### config.mk
export PLATFORM = sky130hd
export DESIGN_NAME = cache_plru_array
export DESIGN_NICKNAME = d
export VERILOG_FILES = /design/src/rtl/cache_types_pkg.sv /design/src/rtl/plru_tree_logic.sv /design/src/rtl/cache_plru_array.sv
export SDC_FILE = /design/constraint.sdc
export NUM_CORES = 1
export LEC_CHECK = 0
export BUFFER_PORTS_ARGS = -buffer_cell sky130_fd_sc_hd__buf_4
export CAP_MARGIN = 20
export CORE_MARGIN = 10
export CORE_UTILIZATION = 60
export CTS_CLUSTER_DIAMETER = 100
export DETAILED_ROUTE_END_ITERATION = 6
export GPL_ROUTABILITY_DRIVEN = 0
export PLACE_DENSITY = 0.8
export REMOVE_ABC_BUFFERS = 1
export SLEW_MARGIN = 20
export SYNTH_ARGS = -nofsm -noshare
export SYNTH_HDL_FRONTEND = slang
export SYNTH_SLANG_ARGS = --single-unit
### constraint.sdc
create_clock -name clk -period 4.6 [get_ports clk]
set_input_delay 0.69 -clock clk [delete_from_list [all_inputs] [get_ports clk]]
set_output_delay 0.69 -clock clk [all_outputs]
set_load 0.01 [all_outputs]
### src/rtl/cache_types_pkg.sv
// Shared defaults and types for the tree-PLRU replacement array.
package cache_types;

  localparam int PLRU_WAYS = 4;
  localparam int PLRU_SETS = 16;

  // One set's tree bits, heap order, bit i = node i (node 0 = root).
  typedef logic [PLRU_WAYS-2:0] plru_bits_t;

endpackage

### src/rtl/plru_tree_logic.sv
// Combinational tree-PLRU helper for a single set: victim walk of the
// given tree bits, and the tree bits after marking `way` most recently used.
module plru_tree_logic #(
  parameter int WAYS = 4,
  localparam int WL = $clog2(WAYS)
) (
  input  logic [WAYS-2:0] bits,
  input  logic [WL-1:0]   way,
  output logic [WL-1:0]   victim,
  output logic [WAYS-2:0] bits_upd
);

  // Walk from the root: a 0 bit steps to the left child, a 1 bit to the right.
  always_comb begin
    int node;
    logic [WAYS-2:0] bits_sh;
    node = 0;
    bits_sh = '0;
    for (int l = 0; l < WL; l++) begin
      bits_sh = bits >> node;
      node = 2 * node + 1 + (bits_sh[0] ? 1 : 0);
    end
    victim = WL'(node - (WAYS - 1));
  end

  // Point every node on the path to `way` away from it; off-path nodes keep their value.
  always_comb begin
    int idx;
    logic [WL-1:0]   way_sh;
    logic [WAYS-2:0] one_hot;
    bits_upd = bits;
    idx = 0;
    way_sh = '0;
    one_hot = '0;
    for (int l = 0; l < WL; l++) begin
      // Node at depth l on the path: first node of that level plus the way's
      // top l bits; the next way bit says which child the path takes.
      idx = (1 << l) - 1 + (int'(way) >> (WL - l));
      way_sh = way >> (WL - 1 - l);
      one_hot = '0;
      one_hot[0] = 1'b1;
      one_hot = one_hot << idx;
      if (way_sh[0]) bits_upd = bits_upd & ~one_hot;  // way on the right -> point left
      else           bits_upd = bits_upd | one_hot;   // way on the left  -> point right
    end
  end

endmodule

### src/rtl/cache_plru_array.sv
// Tree pseudo-LRU replacement state for a set-associative cache.
// Hit (touch) and install (fill) updates, 1-cycle registered victim lookup
// that prefers the lowest invalid way.
// Optional macro PLRU_FWD_EN: a lookup sees same-cycle touch/fill updates
// to its set; without it the lookup sees the state before those updates.
module cache_plru_array
  import cache_types::*;
#(
  parameter int WAYS = PLRU_WAYS,
  parameter int SETS = PLRU_SETS,
  localparam int WL = $clog2(WAYS),
  localparam int SL = $clog2(SETS)
) (
  input  logic            clk,
  input  logic            rst,
  input  logic            lookup_valid,
  input  logic [SL-1:0]   lookup_set,
  input  logic [WAYS-1:0] lookup_way_valid,
  input  logic            touch_valid,
  input  logic [SL-1:0]   touch_set,
  input  logic [WL-1:0]   touch_way,
  input  logic            fill_valid,
  input  logic [SL-1:0]   fill_set,
  input  logic [WL-1:0]   fill_way,
  output logic            victim_valid,
  output logic [WL-1:0]   victim_way
);

  logic [WAYS-2:0] tree_q [SETS];

  logic [WAYS-2:0] touch_cur, touch_upd;
  logic [WAYS-2:0] fill_cur, fill_upd;
  logic [WAYS-2:0] look_cur, look_upd_unused;
  logic [WL-1:0]   touch_vic_unused, fill_vic_unused;
  logic [WL-1:0]   look_victim, vic_next;
  logic            same_set_tf;

  assign same_set_tf = touch_valid && fill_valid && (touch_set == fill_set);

  assign touch_cur = tree_q[touch_set];
  // Fill lands after the touch when both hit the same set, so it chains on
  // the touch result and ends up MRU.
  assign fill_cur  = same_set_tf ? touch_upd : tree_q[fill_set];

`ifdef PLRU_FWD_EN
  // Lookup sees the state as it will be after this cycle's updates.
  always_comb begin
    look_cur = tree_q[lookup_set];
    if (fill_valid && fill_set == lookup_set)        look_cur = fill_upd;
    else if (touch_valid && touch_set == lookup_set) look_cur = touch_upd;
  end
`else
  assign look_cur = tree_q[lookup_set];
`endif

  plru_tree_logic #(.WAYS(WAYS)) u_touch (
    .bits     (touch_cur),
    .way      (touch_way),
    .victim   (touch_vic_unused),
    .bits_upd (touch_upd)
  );

  plru_tree_logic #(.WAYS(WAYS)) u_fill (
    .bits     (fill_cur),
    .way      (fill_way),
    .victim   (fill_vic_unused),
    .bits_upd (fill_upd)
  );

  plru_tree_logic #(.WAYS(WAYS)) u_lookup (
    .bits     (look_cur),
    .way      ('0),
    .victim   (look_victim),
    .bits_upd (look_upd_unused)
  );

  // Any invalid way beats the tree: pick the lowest-index one.
  always_comb begin
    logic found;
    found = 1'b0;
    vic_next = look_victim;
    for (int i = 0; i < WAYS; i++) begin
      if (!found && !lookup_way_valid[i]) begin
        found = 1'b1;
        vic_next = WL'(i);
      end
    end
  end

  // Tree state: touch then fill; a same-set fill write carries the touch too.
  always_ff @(posedge clk) begin
    if (rst) begin
      for (int s = 0; s < SETS; s++) tree_q[s] <= '0;
    end else begin
      if (touch_valid) tree_q[touch_set] <= touch_upd;
      if (fill_valid)  tree_q[fill_set]  <= fill_upd;
    end
  end

  // Registered victim response; the way holds until the next lookup completes.
  always_ff @(posedge clk) begin
    if (rst) begin
      victim_valid <= 1'b0;
      victim_way   <= '0;
    end else begin
      victim_valid <= lookup_valid;
      if (lookup_valid) victim_way <= vic_next;
    end
  end

endmodule

-- Word level (Yosys, flattened, before mapping)
Memory sizes are Yosys's and may differ from the RTL's.
Cells that the tools add are included.
- register bits after elaboration: 3
- memory bits (writable): 48
- output and inout bits: 3
- word-level logic and storage cells: 59
- memories kept: 1
- add/subtract/negate cells: 6
- eq/ne operators: 1
- shifts and indexed selects: 3
- muxes and demuxes: 28
- bitwise logic cells: 6
- reductions and logical operators: 12
- memory list (name ; words ; width ; rd ports ; clocked after memory_dff ; write ports ; line ; RTL):
    tree_q ; 16 ; 3 ; 3 ; 0 ; 16 ; cache_plru_array.sv:29 ; logic [WAYS-2:0] tree_q [SETS];
- operators by type and width (cell ; number):
    3-bit by 32-bit >> shifter with 1-bit output ; 1
    1-bit 2-to-1 mux ; 17
    3-bit 2-to-1 mux ; 5
    2-bit 2-to-1 mux ; 4
    4-bit 2-to-1 mux ; 2
    1-bit by 1-bit adder with 2-bit output, first input constant ; 3
    3-bit AND ; 2
    3-bit NOT ; 2
    3-bit OR ; 2
    3-bit OR reduction ; 2
    1-bit by 2-bit << shifter with 3-bit output, first input constant ; 2
    1-bit logical AND ; 5
    1-bit logical NOT ; 5
    4-bit == test ; 1
    2-bit adder ; 1
    2-bit adder, second input constant ; 1
    2-bit by 1-bit subtractor with 2-bit output, second input constant ; 1

-- Longest topological paths before layout
An unclocked memory read counts as a cell.
- depth in word-level cells: 11
- depth in mapped cells: 8
- depth with buffers taken out: 5

-- Modules after synthesis
Synthesis repeated with hierarchy kept, for this count alone.
- cells, all modules: 339
- area total of the unflattened synthesis: 4066.4 sq um
- modules (own cells, without submodules) (module ; instances ; cells each ; area each (sq um) ; sequential area each (sq um)):
    cache_plru_array ; 1 ; 318 ; 3927.5 ; 1501.4
    plru_tree_logic ; 3 ; 7 ; 46.3 ; 0.0

-- Least setup slack after synthesis
Ideal clock, no wire load.
- kind: input-to-reg
- start: input fill_set[0]
- end: memory tree_q[7][1] in the netlist's numbering (data pin)
- arrival time: 2426 ps
- slack: 1912 ps
- stages: 8
- path through: buf_2 > buf_2 > mux4_2 > nand2_1 > nand3_1 > a221oi_2 > buf_6 > o22ai_1
- RTL lines (item ; line ; RTL):
    start, declared ; cache_plru_array.sv:23 ; input logic [SL-1:0] fill_set,
    end, declared ; cache_plru_array.sv:29 ;

==> impl_results.md <==
* Cell Area, Synth at 0.00371 sq mm
* NumNets Final at 383
* Final cell utilization of the core at 67.4%
* H-Tree Depth at 2
* Number of max-cap violations at 0
* Root buffer cell: sky130_fd_sc_hd__clkbuf_8
* Count of hold buffers inserted by post-cts repair at 0
* Count of vias placed by the detailed router at 3,268
* Number of slew-limit violations in the final report at 0
* TritonCTS buffer count at 5
* Remaining DRCs at 0
* Post-CTS repair timing setup buffer count at 0
* Final critical-path required period at 2.64 ns
* Most frequent cells in the layout: sky130_fd_sc_hd__nand2_1 (53), sky130_fd_sc_hd__edfxtp_1 (48), sky130_fd_sc_hd__buf_4 (31)
* Static leakage power at 1.36 nW
* Final total negative setup slack at 0 ns
* Worst Hold Margin at 0.658 ns
* Critical path fanouts, max at 16
* Reg power frac at 52.0%
* Final HPWL from detailed placement at 7140 microns
* Slew Limit Headroom at 42.3%
* Proportion of synthesized chip area in sequential cells at 40.5%
* Clock sink count at 51
* Detail-routed via count per cell at 7.53
* Starting density of the core at 62.2%
* Average size of a mapped cell at 10.6 sq um
* Slack of the worst reg-to-reg path at 2.16 ns
* Die height at 98.6 microns
* Clock-pin transition on the worst setup and hold timing paths at 0.09 ns
* FF+latch area at 0.00150 sq mm
* Data required time of the critical path at 4.63 ns
* Clock tree from TritonCTS: built
* Cell Pwr Density at 262 mW/mm^2
* Routed WL at 10,200 microns
* Net load switching power at 0.291 mW
* Status: completed
* Global-route wire length before repair at 16,200 microns
* Crit Path Class: in -> reg
* Via count of the first global-routing pass at 3,165
* Number of cells on the worst hold path at 2
* Final worst clock skew at 0.00680 ns
* Period Utilization, post-route at 57.4%
* Worst min path class: in -> reg
* # rows at 28
* Most common library cell in the layout ignoring fill and taps: sky130_fd_sc_hd__nand2_1
* Unrepaired setup endpoints after global routing: false
* Top-Level Pins at 28
* Fin. Hold Viols at 0
* Initial DRC count at 472
* Yosys warnings at 0
* Total die area at 0.00972 sq mm
* Overall overflow remaining after global route at 0
* Clock latency reported for the late side of the worst-skew pair at 0.31 ns
* Maximum number of pins on one net before global-route repair at 31
* First-pass DRT Iterations at 5
* Antenna-violating nets left at 0
* Commonest register cell after synthesis: sky130_fd_sc_hd__edfxtp_1
* Sort of element at the end of the critical path: flip-flop
* Critical Path Source Type: primary input
* GRT Total Usage at 20.4%
* Antenna fix cells at 0
* Resized Gates After CTS at 0
* Die W at 98.6 microns
* Number of antenna violations at the first check in global routing at 0
* Post-synthesis async set-or-reset flop share at 0%
* Filler instances at 451
* Number of enable flip-flop cells after synthesis at 48
* Post-detailed-route wirelength per cell at 23.5 microns
* Clk network pwr share at 27.1%
* Largest buffer count on any clock path at 2
* Largest voltage drop on the vdd net at 0.136 mV
* Synthesis-to-finish area growth at 8.24%
* Int Power at 0.762 mW
* Number of buffers inserted by port buffering at 27
* Number of cells produced by synthesis at 348
* Maximum achievable frequency at 0.379 GHz
* Transition at the pin with the smallest max-transition slack at 0.854 ns
* Total core area at 0.00596 sq mm
* Worst R2R Path Depth at 5
* Final setup vio count at 0
* Flip-flop and latch count after synthesis at 51
* Footprint of the multi-input gates at 0.00207 sq mm
* Distinct cells, synth at 39
* Data arrival, critical path at 2.68 ns
* Combinational fraction of design power at 20.9%
* Fraction of layout instances using a drive strength above 1 at 20.6%
* Sw Share at 27.6%
cell families after synthesis:
logic type / Yosys count / share of synthesized area (%)
xor gates and xnor gates: 4 / 0.945
muxes: 46 / 21.2
AOI/OAI and AO/OA: 90 / 16.8
buffers and inverters: 31 / 4.08
DFF: 51 / 40.5
and+or+nand+nor: 126 / 16.4
final timing paths:
path,start,end
max,fill_set[0],tree_q[4][2]$_DFFE_PP_
min,lookup_valid,victim_valid$_SDFF_PP0_
max reg2reg,tree_q[3][2]$_DFFE_PP_,tree_q[4][2]$_DFFE_PP_
min reg2reg,victim_way[0]$_SDFFE_PP0P_,victim_way[0]$_SDFFE_PP0P_
through the flow:
stage / cell area (sq um) / instances / worst slack (ns) / total power, mW
after CTS: 4010 / 434 / 2.00 / 1.04
after detailed placement: 3910 / 426 / 1.68 / 0.772
after global placement: 3910 / 426 / 1.70 / 0.766
after floorplan: 3570 / 320 / 2.00 / 0.677
after global routing: 4010 / 434 / 1.88 / 1.09
final: 4010 / 434 / 1.96 / 1.05
worst max-delay path, cell delays in order:
cell and delay (ns):
sky130_fd_sc_hd__buf_4 0.24, sky130_fd_sc_hd__mux4_2 0.54, sky130_fd_sc_hd__a22oi_1 0.19, sky130_fd_sc_hd__nand3_1 0.15, sky130_fd_sc_hd__a221oi_2 0.68, sky130_fd_sc_hd__o32ai_1 0.17
power groups by stage:
stage / clock, mW / combinational, mW / sequential, mW
floorplan: 0 / 0.126 / 0.551
global placement: 0 / 0.210 / 0.556
detailed placement: 0 / 0.215 / 0.557
CTS: 0.282 / 0.216 / 0.546
global route: 0.301 / 0.235 / 0.549
finish: 0.285 / 0.220 / 0.548
Yosys cell counts (2+ instances only):
library cell	n	area (sq um)
sky130_fd_sc_hd__a22oi_1	2	15.0
sky130_fd_sc_hd__o22ai_1	16	100
sky130_fd_sc_hd__nor2b_1	12	75.1
sky130_fd_sc_hd__mux4_2	26	586
sky130_fd_sc_hd__and2_1	2	12.5
sky130_fd_sc_hd__o31ai_1	8	60.1
sky130_fd_sc_hd__nor3_1	3	15.0
sky130_fd_sc_hd__o21ai_0	18	90.1
sky130_fd_sc_hd__dfxtp_1	3	60.1
sky130_fd_sc_hd__a21oi_1	13	65.1
sky130_fd_sc_hd__xnor2_1	4	35.0
sky130_fd_sc_hd__a31oi_1	14	87.6
sky130_fd_sc_hd__o32ai_1	8	70.1
sky130_fd_sc_hd__clkbuf_1	19	71.3
sky130_fd_sc_hd__buf_2	3	15.0
sky130_fd_sc_hd__buf_1	3	11.3
sky130_fd_sc_hd__a22oi_2	2	25.0
sky130_fd_sc_hd__nand3_1	27	135
sky130_fd_sc_hd__inv_1	3	11.3
sky130_fd_sc_hd__buf_6	2	22.5
sky130_fd_sc_hd__nor4b_1	2	17.5
sky130_fd_sc_hd__a221oi_2	2	30.0
sky130_fd_sc_hd__nand2_1	53	199
sky130_fd_sc_hd__nor2_1	16	60.1
sky130_fd_sc_hd__nand2b_1	2	12.5
sky130_fd_sc_hd__mux2i_1	20	200
sky130_fd_sc_hd__a221oi_1	2	17.5
sky130_fd_sc_hd__and4b_1	2	20.0
sky130_fd_sc_hd__nor4bb_1	4	40.0
sky130_fd_sc_hd__edfxtp_1	48	1440
layer usage:
| layer | vias to the layer above | wire [microns] | global-route usage (%) |
|---|---|---|---|
| met5 | - | 0 | 0 |
| met2 | 270 | 4790 | 31.2 |
| li1 | 1407 | - | - |
| met3 | 33 | 1270 | 5.94 |
| met1 | 1558 | 3840 | 26.2 |
| met4 | 0 | 316 | 9.48 |
flip-flops by register name, summed over array words and instances (netlist names):
signal and cells:
tree_q 48, victim_valid 1, victim_way 2
final cells by class:
type / instances / share of cell area [%]
multi-input cells: 266 / 51.7
flip-flops and latches: 51 / 37.4
repair buffers: 31 / 5.80
clock buffers: 8 / 2.50
well taps: 75 / 2.34
inverters: 3 / 0.281
(Power assumes the default switching activity.)
